==> config.mk <==
export PLATFORM = sky130hd
export DESIGN_NAME = cpu_bus_arbiter
export DESIGN_NICKNAME = d
export VERILOG_FILES = /design/src/rtl/cpu_bus_arbiter_pkg.sv /design/src/rtl/cpu_bus_arbiter_rr.sv /design/src/rtl/cpu_bus_arbiter.sv
export SDC_FILE = /design/constraint.sdc
export NUM_CORES = 1
export LEC_CHECK = 0
export BUFFER_PORTS_ARGS = -buffer_cell sky130_fd_sc_hd__buf_2
export CAP_MARGIN = 10
export CORE_ASPECT_RATIO = 1.2
export CORE_MARGIN = 1.5
export CORE_UTILIZATION = 42
export CTS_BUF_LIST = sky130_fd_sc_hd__clkbuf_8
export CTS_CLUSTER_DIAMETER = 30
export DETAILED_ROUTE_END_ITERATION = 10
export PLACE_DENSITY = 0.7
export SLEW_MARGIN = 10
export SYNTH_ARGS = -nofsm -noshare
export SYNTH_HDL_FRONTEND = slang
export SYNTH_HIERARCHICAL = 1
export SYNTH_SLANG_ARGS = --single-unit
==> constraint.sdc <==
create_clock -name iCLK -period 6.1 [get_ports iCLK]
set_input_delay 1.22 -clock iCLK [delete_from_list [all_inputs] [get_ports iCLK]]
set_output_delay 1.22 -clock iCLK [all_outputs]
set_load 0.1 [all_outputs]
==> src/rtl/cpu_bus_arbiter_pkg.sv <==
// Shared constants for the CPU bus arbiter: FSM state encodings and default error data.
// Latency: n/a (declarations only).
// Backpressure: n/a.
package cpu_bus_arbiter_pkg;

  typedef enum logic [1:0] {
    ARB_IDLE = 2'd0,
    ARB_BUSY = 2'd1,
    ARB_DONE = 2'd2
  } arb_state_t;

  localparam logic [31:0] DEF_ERR_DATA = 32'h0;

  // Width of a channel index; never below one bit so a single-master build still elaborates.
  function automatic int ptr_w(input int n);
    return (n > 1) ? $clog2(n) : 1;
  endfunction

endpackage

==> src/rtl/cpu_bus_arbiter_rr.sv <==
// Request arbiter: round-robin from (last grant + 1) or fixed priority (highest index wins).
// Latency: grant is combinational; pointer updates on the clock edge that accepts a grant.
// Backpressure: none; i_upd qualifies when the current grant is actually taken.
module cpu_bus_arbiter_rr #(
  parameter int N       = 2,
  parameter int PW      = 1,
  parameter bit RR_MODE = 1'b1
) (
  input  logic          i_clk,
  input  logic          i_rst,
  input  logic [N-1:0]  i_req,
  input  logic          i_upd,
  output logic [N-1:0]  o_gnt,
  output logic [PW-1:0] o_idx
);

  logic [PW-1:0] r_ptr;
  logic [PW-1:0] w_idx;
  logic [PW-1:0] w_cand;
  logic          w_found;

  // Pick the winning channel index from the request vector.
  always_comb begin
    w_idx   = '0;
    w_cand  = '0;
    w_found = 1'b0;
    if (RR_MODE) begin
      for (int i = 0; i < N; i++) begin
        w_cand = PW'((int'(r_ptr) + 1 + i) % N);
        if (!w_found && i_req[w_cand]) begin
          w_found = 1'b1;
          w_idx   = w_cand;
        end
      end
    end else begin
      for (int i = 0; i < N; i++) begin
        if (i_req[PW'(i)]) begin
          w_idx = PW'(i);
        end
      end
    end
  end

  // Remember the last granted channel so the search starts just after it.
  always_ff @(posedge i_clk or posedge i_rst) begin
    if (i_rst) begin
      r_ptr <= '0;
    end else if (i_upd) begin
      r_ptr <= w_idx;
    end
  end

  assign o_idx = w_idx;
  assign o_gnt = (|i_req) ? (N'(1) << w_idx) : '0;

endmodule

==> src/rtl/cpu_bus_arbiter.sv <==
// Bus interface unit: arbitrates N masters onto one req/ack memory port, with bus-error timeout.
// Latency: ack two cycles after the request is sampled with a zero-wait memory, +1 per wait state.
// Backpressure: masters hold iReq until their oAck; memory stalls by withholding iMemAck.
module cpu_bus_arbiter
  import cpu_bus_arbiter_pkg::*;
#(
  parameter int                NUM_MASTERS = 2,
  parameter int                ADDR_W      = 32,
  parameter int                DATA_W      = 32,
  parameter bit                RR_MODE     = 1'b1,
  parameter int                TIMEOUT     = 255,
  parameter logic [DATA_W-1:0] ERR_DATA    = DATA_W'(DEF_ERR_DATA)
) (
  input  logic                                iCLK,
  input  logic                                iRST,
  input  logic [NUM_MASTERS-1:0]              iReq,
  input  logic [NUM_MASTERS-1:0]              iWe,
  input  logic [NUM_MASTERS*(DATA_W/8)-1:0]   iBe,
  input  logic [NUM_MASTERS*ADDR_W-1:0]       iAddr,
  input  logic [NUM_MASTERS*DATA_W-1:0]       iWData,
  output logic [NUM_MASTERS-1:0]              oAck,
  output logic                                oErr,
  output logic [DATA_W-1:0]                   oRData,
  output logic                                oMemReq,
  output logic                                oMemWe,
  output logic [DATA_W/8-1:0]                 oMemBe,
  output logic [ADDR_W-1:0]                   oMemAddr,
  output logic [DATA_W-1:0]                   oMemWData,
  input  logic                                iMemAck,
  input  logic [DATA_W-1:0]                   iMemRData,
  output logic [NUM_MASTERS-1:0]              oGrant,
  output logic [31:0]                         oStallCnt
);

  localparam int BE_W = DATA_W / 8;
  localparam int PW   = ptr_w(NUM_MASTERS);

  arb_state_t             r_state;
  arb_state_t             w_state_nxt;
  logic                   w_take;
  logic                   w_tmo;
  logic [NUM_MASTERS-1:0] w_arb_gnt;
  logic [PW-1:0]          w_arb_idx;
  logic                   w_sel_we;
  logic [BE_W-1:0]        w_sel_be;

  logic [NUM_MASTERS-1:0] r_grant;
  logic                   r_we;
  logic [BE_W-1:0]        r_be;
  logic [ADDR_W-1:0]      r_addr;
  logic [DATA_W-1:0]      r_wdata;
  logic [DATA_W-1:0]      r_rdata;
  logic                   r_err;
  logic [31:0]            r_tcnt;
  logic [31:0]            r_stall;

  cpu_bus_arbiter_rr #(
    .N       (NUM_MASTERS),
    .PW      (PW),
    .RR_MODE (RR_MODE)
  ) u_rr (
    .i_clk (iCLK),
    .i_rst (iRST),
    .i_req (iReq),
    .i_upd (w_take),
    .o_gnt (w_arb_gnt),
    .o_idx (w_arb_idx)
  );

  assign w_sel_we = iWe[w_arb_idx];
  assign w_sel_be = iBe[int'(w_arb_idx)*BE_W +: BE_W];

  // State register; reset aborts any transaction in flight.
  always_ff @(posedge iCLK or posedge iRST) begin
    if (iRST) begin
      r_state <= ARB_IDLE;
    end else begin
      r_state <= w_state_nxt;
    end
  end

  // Next state plus the grant-accept and timeout strobes.
  always_comb begin
    w_state_nxt = r_state;
    w_take      = 1'b0;
    w_tmo       = 1'b0;
    case (r_state)
      ARB_IDLE: begin
        if (|iReq) begin
          w_take = 1'b1;
          // A write with no byte lanes touches nothing, so skip the memory cycle.
          w_state_nxt = (w_sel_we && (w_sel_be == '0)) ? ARB_DONE : ARB_BUSY;
        end
      end
      ARB_BUSY: begin
        if (iMemAck) begin
          w_state_nxt = ARB_DONE;
        end else if ((TIMEOUT != 0) && (r_tcnt == 32'(TIMEOUT - 1))) begin
          w_tmo       = 1'b1;
          w_state_nxt = ARB_DONE;
        end
      end
      ARB_DONE: w_state_nxt = ARB_IDLE;
      default:  w_state_nxt = ARB_IDLE;
    endcase
  end

  // Latch the winning transaction, capture read data and the completion status.
  always_ff @(posedge iCLK or posedge iRST) begin
    if (iRST) begin
      r_grant <= '0;
      r_we    <= 1'b0;
      r_be    <= '0;
      r_addr  <= '0;
      r_wdata <= '0;
      r_rdata <= '0;
      r_err   <= 1'b0;
    end else begin
      if (w_take) begin
        r_grant <= w_arb_gnt;
        r_we    <= w_sel_we;
        r_be    <= w_sel_be;
        r_addr  <= iAddr[int'(w_arb_idx)*ADDR_W +: ADDR_W];
        r_wdata <= iWData[int'(w_arb_idx)*DATA_W +: DATA_W];
        r_err   <= 1'b0;
      end else if (r_state == ARB_DONE) begin
        r_grant <= '0;
      end
      if ((r_state == ARB_BUSY) && iMemAck && !r_we) begin
        r_rdata <= iMemRData;
      end else if (w_tmo) begin
        r_rdata <= ERR_DATA;
        r_err   <= 1'b1;
      end
    end
  end

  // Wait-cycle counter for the bus-error timeout; restarts with every new transaction.
  always_ff @(posedge iCLK or posedge iRST) begin
    if (iRST) begin
      r_tcnt <= '0;
    end else if (w_take) begin
      r_tcnt <= '0;
    end else if ((r_state == ARB_BUSY) && (r_tcnt != '1)) begin
      r_tcnt <= r_tcnt + 32'd1;
    end
  end

  // Saturating count of cycles in which some master is left waiting.
  always_ff @(posedge iCLK or posedge iRST) begin
    if (iRST) begin
      r_stall <= '0;
    end else if ((|(iReq & ~oAck)) && (r_stall != '1)) begin
      r_stall <= r_stall + 32'd1;
    end
  end

  assign oAck      = (r_state == ARB_DONE) ? r_grant : '0;
  assign oErr      = (r_state == ARB_DONE) && r_err;
  assign oRData    = r_rdata;
  assign oMemReq   = (r_state == ARB_BUSY);
  assign oMemWe    = r_we;
  assign oMemBe    = r_be;
  assign oMemAddr  = r_addr;
  assign oMemWData = r_wdata;
  assign oGrant    = r_grant;
  assign oStallCnt = r_stall;

endmodule

==> flow_summary_export.csv <==
group,metric,value,unit
global_routing,overflow,0,
final_layout,drive_gt1_frac,0.3408,
route,wl_per_cell,16.41,um
logic_synthesis,seq_area_frac_synth,0.5361,
route,wl,21.73,mm
run_status,status,"completed",
worst_setup_path,timing.rr.start,"r_tcnt[2]$_DFFE_PP0P_",
clock_tree,cts_setup_buffers,0,
worst_setup_path,worstPathRequired,4.88,ns
global_routing,grt_pass1_vias,6559,
floorplanning,initial_utilization,0.4264,
final_layout,num_antenna_cells,0,
worst_setup_path,r2r.worst_path.cells,6,
logic_synthesis,netlist_area,7981,um2
global_routing,track_usage,0.2213,
logic_synthesis,syn_nets,940,
hold_path,whs_endpoint,"oMemWData[4]$_DFFE_PP0P_",
global_routing,grt_pass1_wl,34.29,mm
placed_design,place_congestion,0.8580,
worst_setup_path,cpPeakStageDelay,0.49,ns
worst_setup_path,end_kind,"primary output",
clock_tree,numCtsBuffers,17,
timing,rsz0062_at_grt,"no",
worst_setup_path,crit_slowest_cell,"buf_2",
placed_design,dp_hpwl,15.92,mm
logic_synthesis,synth_warnings,6,
clock_tree,path_clk_slew,0.09,ns
logic_synthesis,synthesis.instances,762,
floorplanning,design.die.area,19840,um2
clock_tree,cts_buffer_depth,2,
worst_setup_path,cp.arrival,1.91,ns
route,drcViolationCount,0,
final_layout,nFillCells,1712,
hold_path,worstHoldStart,"oMemWData[4]$_DFFE_PP0P_",
clock_tree,htree_levels,4,
route,drtIter0Drc,401,
timing,period_needed,3.126,ns
timing,hold_viol,0,
logic_synthesis,synth_edf_count,0,
global_routing,grt_max_degree,85,
logic_synthesis,yosysTopAreaCell,"dfrtp_1",
final_layout,nets,1233,
worst_setup_path,critical_path_peak_fanout,6,
clock_tree,clk_latency,0.47,ns
clock_tree,cts_sinks,171,
logic_synthesis,synth_ff_type,"dfrtp_1",
final_layout,most-common-layout-cells,"buf_2, dfrtp_1, nand2_1",
route,num_vias,6932,
placed_design,place_ws,2.720,ns
logic_synthesis,syn_area_per_cell,10.47,um2
worst_setup_path,crit_family,"buffers and inverters",
clock_tree,cts_resized,0,
placed_design,io_buffers,313,
timing,setup_viol_count_final,0,
hold_path,holdPathStages,2,
floorplanning,die_w,128.8,um
clock_tree,cts_root_buf,"clkbuf_8",
worst_setup_path,startpoint_type,"flip-flop",
job,maxCapViolations,0,
timing,layout_setup_ws,2.974,ns
logic_synthesis,yosys-top-cells-area,"dfrtp_1, mux2i_1, nand2_1",
timing,max_slew_margin,0.2830,
timing,max_freq,319.9,MHz
final_layout,syn2layout_area_growth,27.65,%
floorplanning,row_count,55,
logic_synthesis,ys_ff_latch,171,
clock_tree,cts-hold-fix-buffers,0,
timing,slew_violations,0,
worst_setup_path,timing.rr.end,"r_tcnt[31]$_DFFE_PP0P_",
worst_setup_path,r2r_slack,3.35,ns
route,drt_first_pass_iters,5,
logic_synthesis,yosysUniqueCellTypes,52,
timing,tightest_slew,1.061,ns
floorplanning,core-area,18720,um2
global_routing,antenna_found_initial,1,
clock_tree,cts_tree,"yes",
timing,period_share,0.5125,
timing,fin_setup_tns,0,ns
route,drtAntennaViolNets,0,
logic_synthesis,synth_top_area_frac,0.5361,
final_layout,layout_commonest_cell,"buf_2",
timing,fin_skew,0.01523,ns
floorplanning,die_h,154.0,um
worst_setup_path,cp_cell_sequence,"nand2b_1, inv_1, buf_2",
floorplanning,ios,314,
worst_setup_path,cp_num_buf_inv,2,
worst_setup_path,criticalPathCategory,"flip-flop to primary output",
logic_synthesis,synthArstFlopShare,1.000,
hold_path,hold_path.class,"flip-flop to flip-flop",
route,routed_via_density,5.236,
==> flip-flops by register name, summed over array words and instances, names as in the netlist, 2 cells and up <==
| signal | flops |
|---|---|
| oStallCnt | 32 |
| oMemWData | 32 |
| oGrant | 2 |
| r_tcnt | 32 |
| oMemAddr | 32 |
| oRData | 32 |
| oMemBe | 4 |
| r_state | 2 |
==> metal layers <==
metal	global-route usage	wire length [um]
met1	0.2734	8949
met2	0.3807	11350
met3	0.05358	1024
met4	0.06688	389
met5	0	13
==> how the worst max path moves through the flow <==
stage,cells after the start,from,slack [ns],end
global placement,6,iReq[0],2.77,r_tcnt[17]$_DFFE_PP0P_
CTS,3,r_state[1]$_DFFE_PP0P_,2.94,oMemReq
finish,3,r_state[1]$_DFFE_PP0P_,2.97,oMemReq
floorplan,1,iRST,0.28,oGrant[0]$_DFFE_PP0P_
global route,3,r_state[1]$_DFFE_PP0P_,2.86,oMemReq
detailed placement,6,iReq[0],2.72,r_tcnt[17]$_DFFE_PP0P_
==> layout make-up <==
type | instances | area (um2) | area share
clock buffers | 17 | 234.0 | 0.02296
inverters | 13 | 53.80 | 0.005281
clock inverters | 15 | 205.2 | 0.02014
well taps | 256 | 320.3 | 0.03144
repair buffers | 321 | 1627 | 0.1596
flip-flops and latches | 171 | 4279 | 0.4200
multi-input cells | 531 | 3470 | 0.3405
==> cell families (layout without fill, tap and decap cells) <==
| kind of cell | Yosys count | after routing | synth area share |
|---|---|---|---|
| compound gates | 160 | 160 | 0.1329 |
| xor+xnor | 33 | 33 | 0.03621 |
| mux | 73 | 73 | 0.09218 |
| buf+inv | 60 | 366 | 0.03182 |
| fa+ha+maj | 3 | 3 | 0.004703 |
| flops | 171 | 171 | 0.5361 |
| simple gates | 262 | 262 | 0.1660 |
==> synthesized netlist by cell type (all sizes together) (2+ instances only) <==
cell type	count
dfrtp	171
nand2b	2
ha	3
xor2	12
or3	8
o31ai	12
a22o	32
a21boi	3
clkbuf	32
nor2	11
nand4	23
o41ai	2
and2	4
nand3	39
and3	19
buf	15
and4	6
a211o	5
nor4	6
inv	13
mux2i	72
a21oi	15
or4	12
nor3b	2
nand2	106
o21ai	77
nor3	20
o211ai	3
xnor2	21
nand3b	2
==> stage by stage <==
step | hold slack, ns | instance area, um2 | utilization | std cells
2_1_floorplan | 0.4454 | 7981 | - | 762
3_3_place_gp | 0.4580 | 9749 | 0.5209 | 1292
3_5_place_dp | 0.4648 | 9749 | 0.5209 | 1292
4_1_cts | 0.4865 | 10190 | 0.5443 | 1324
5_1_grt | 0.5028 | 10190 | 0.5443 | 1324
6_report | 0.4794 | 10190 | 0.5443 | 1324
==> worst reg2reg max path, cell delays in order, from the launching register on <==
cell	delay (ns)
dfrtp_1	0.43
and4_1	0.34
nand3_1	0.39
o41ai_4	0.70
buf_4	0.41
nor3_1	0.10
a211o_1	0.28
Power is left out: the tool's default activity adds up to more than one toggle a clock period on the data nets, which glitch-free logic cannot reach.
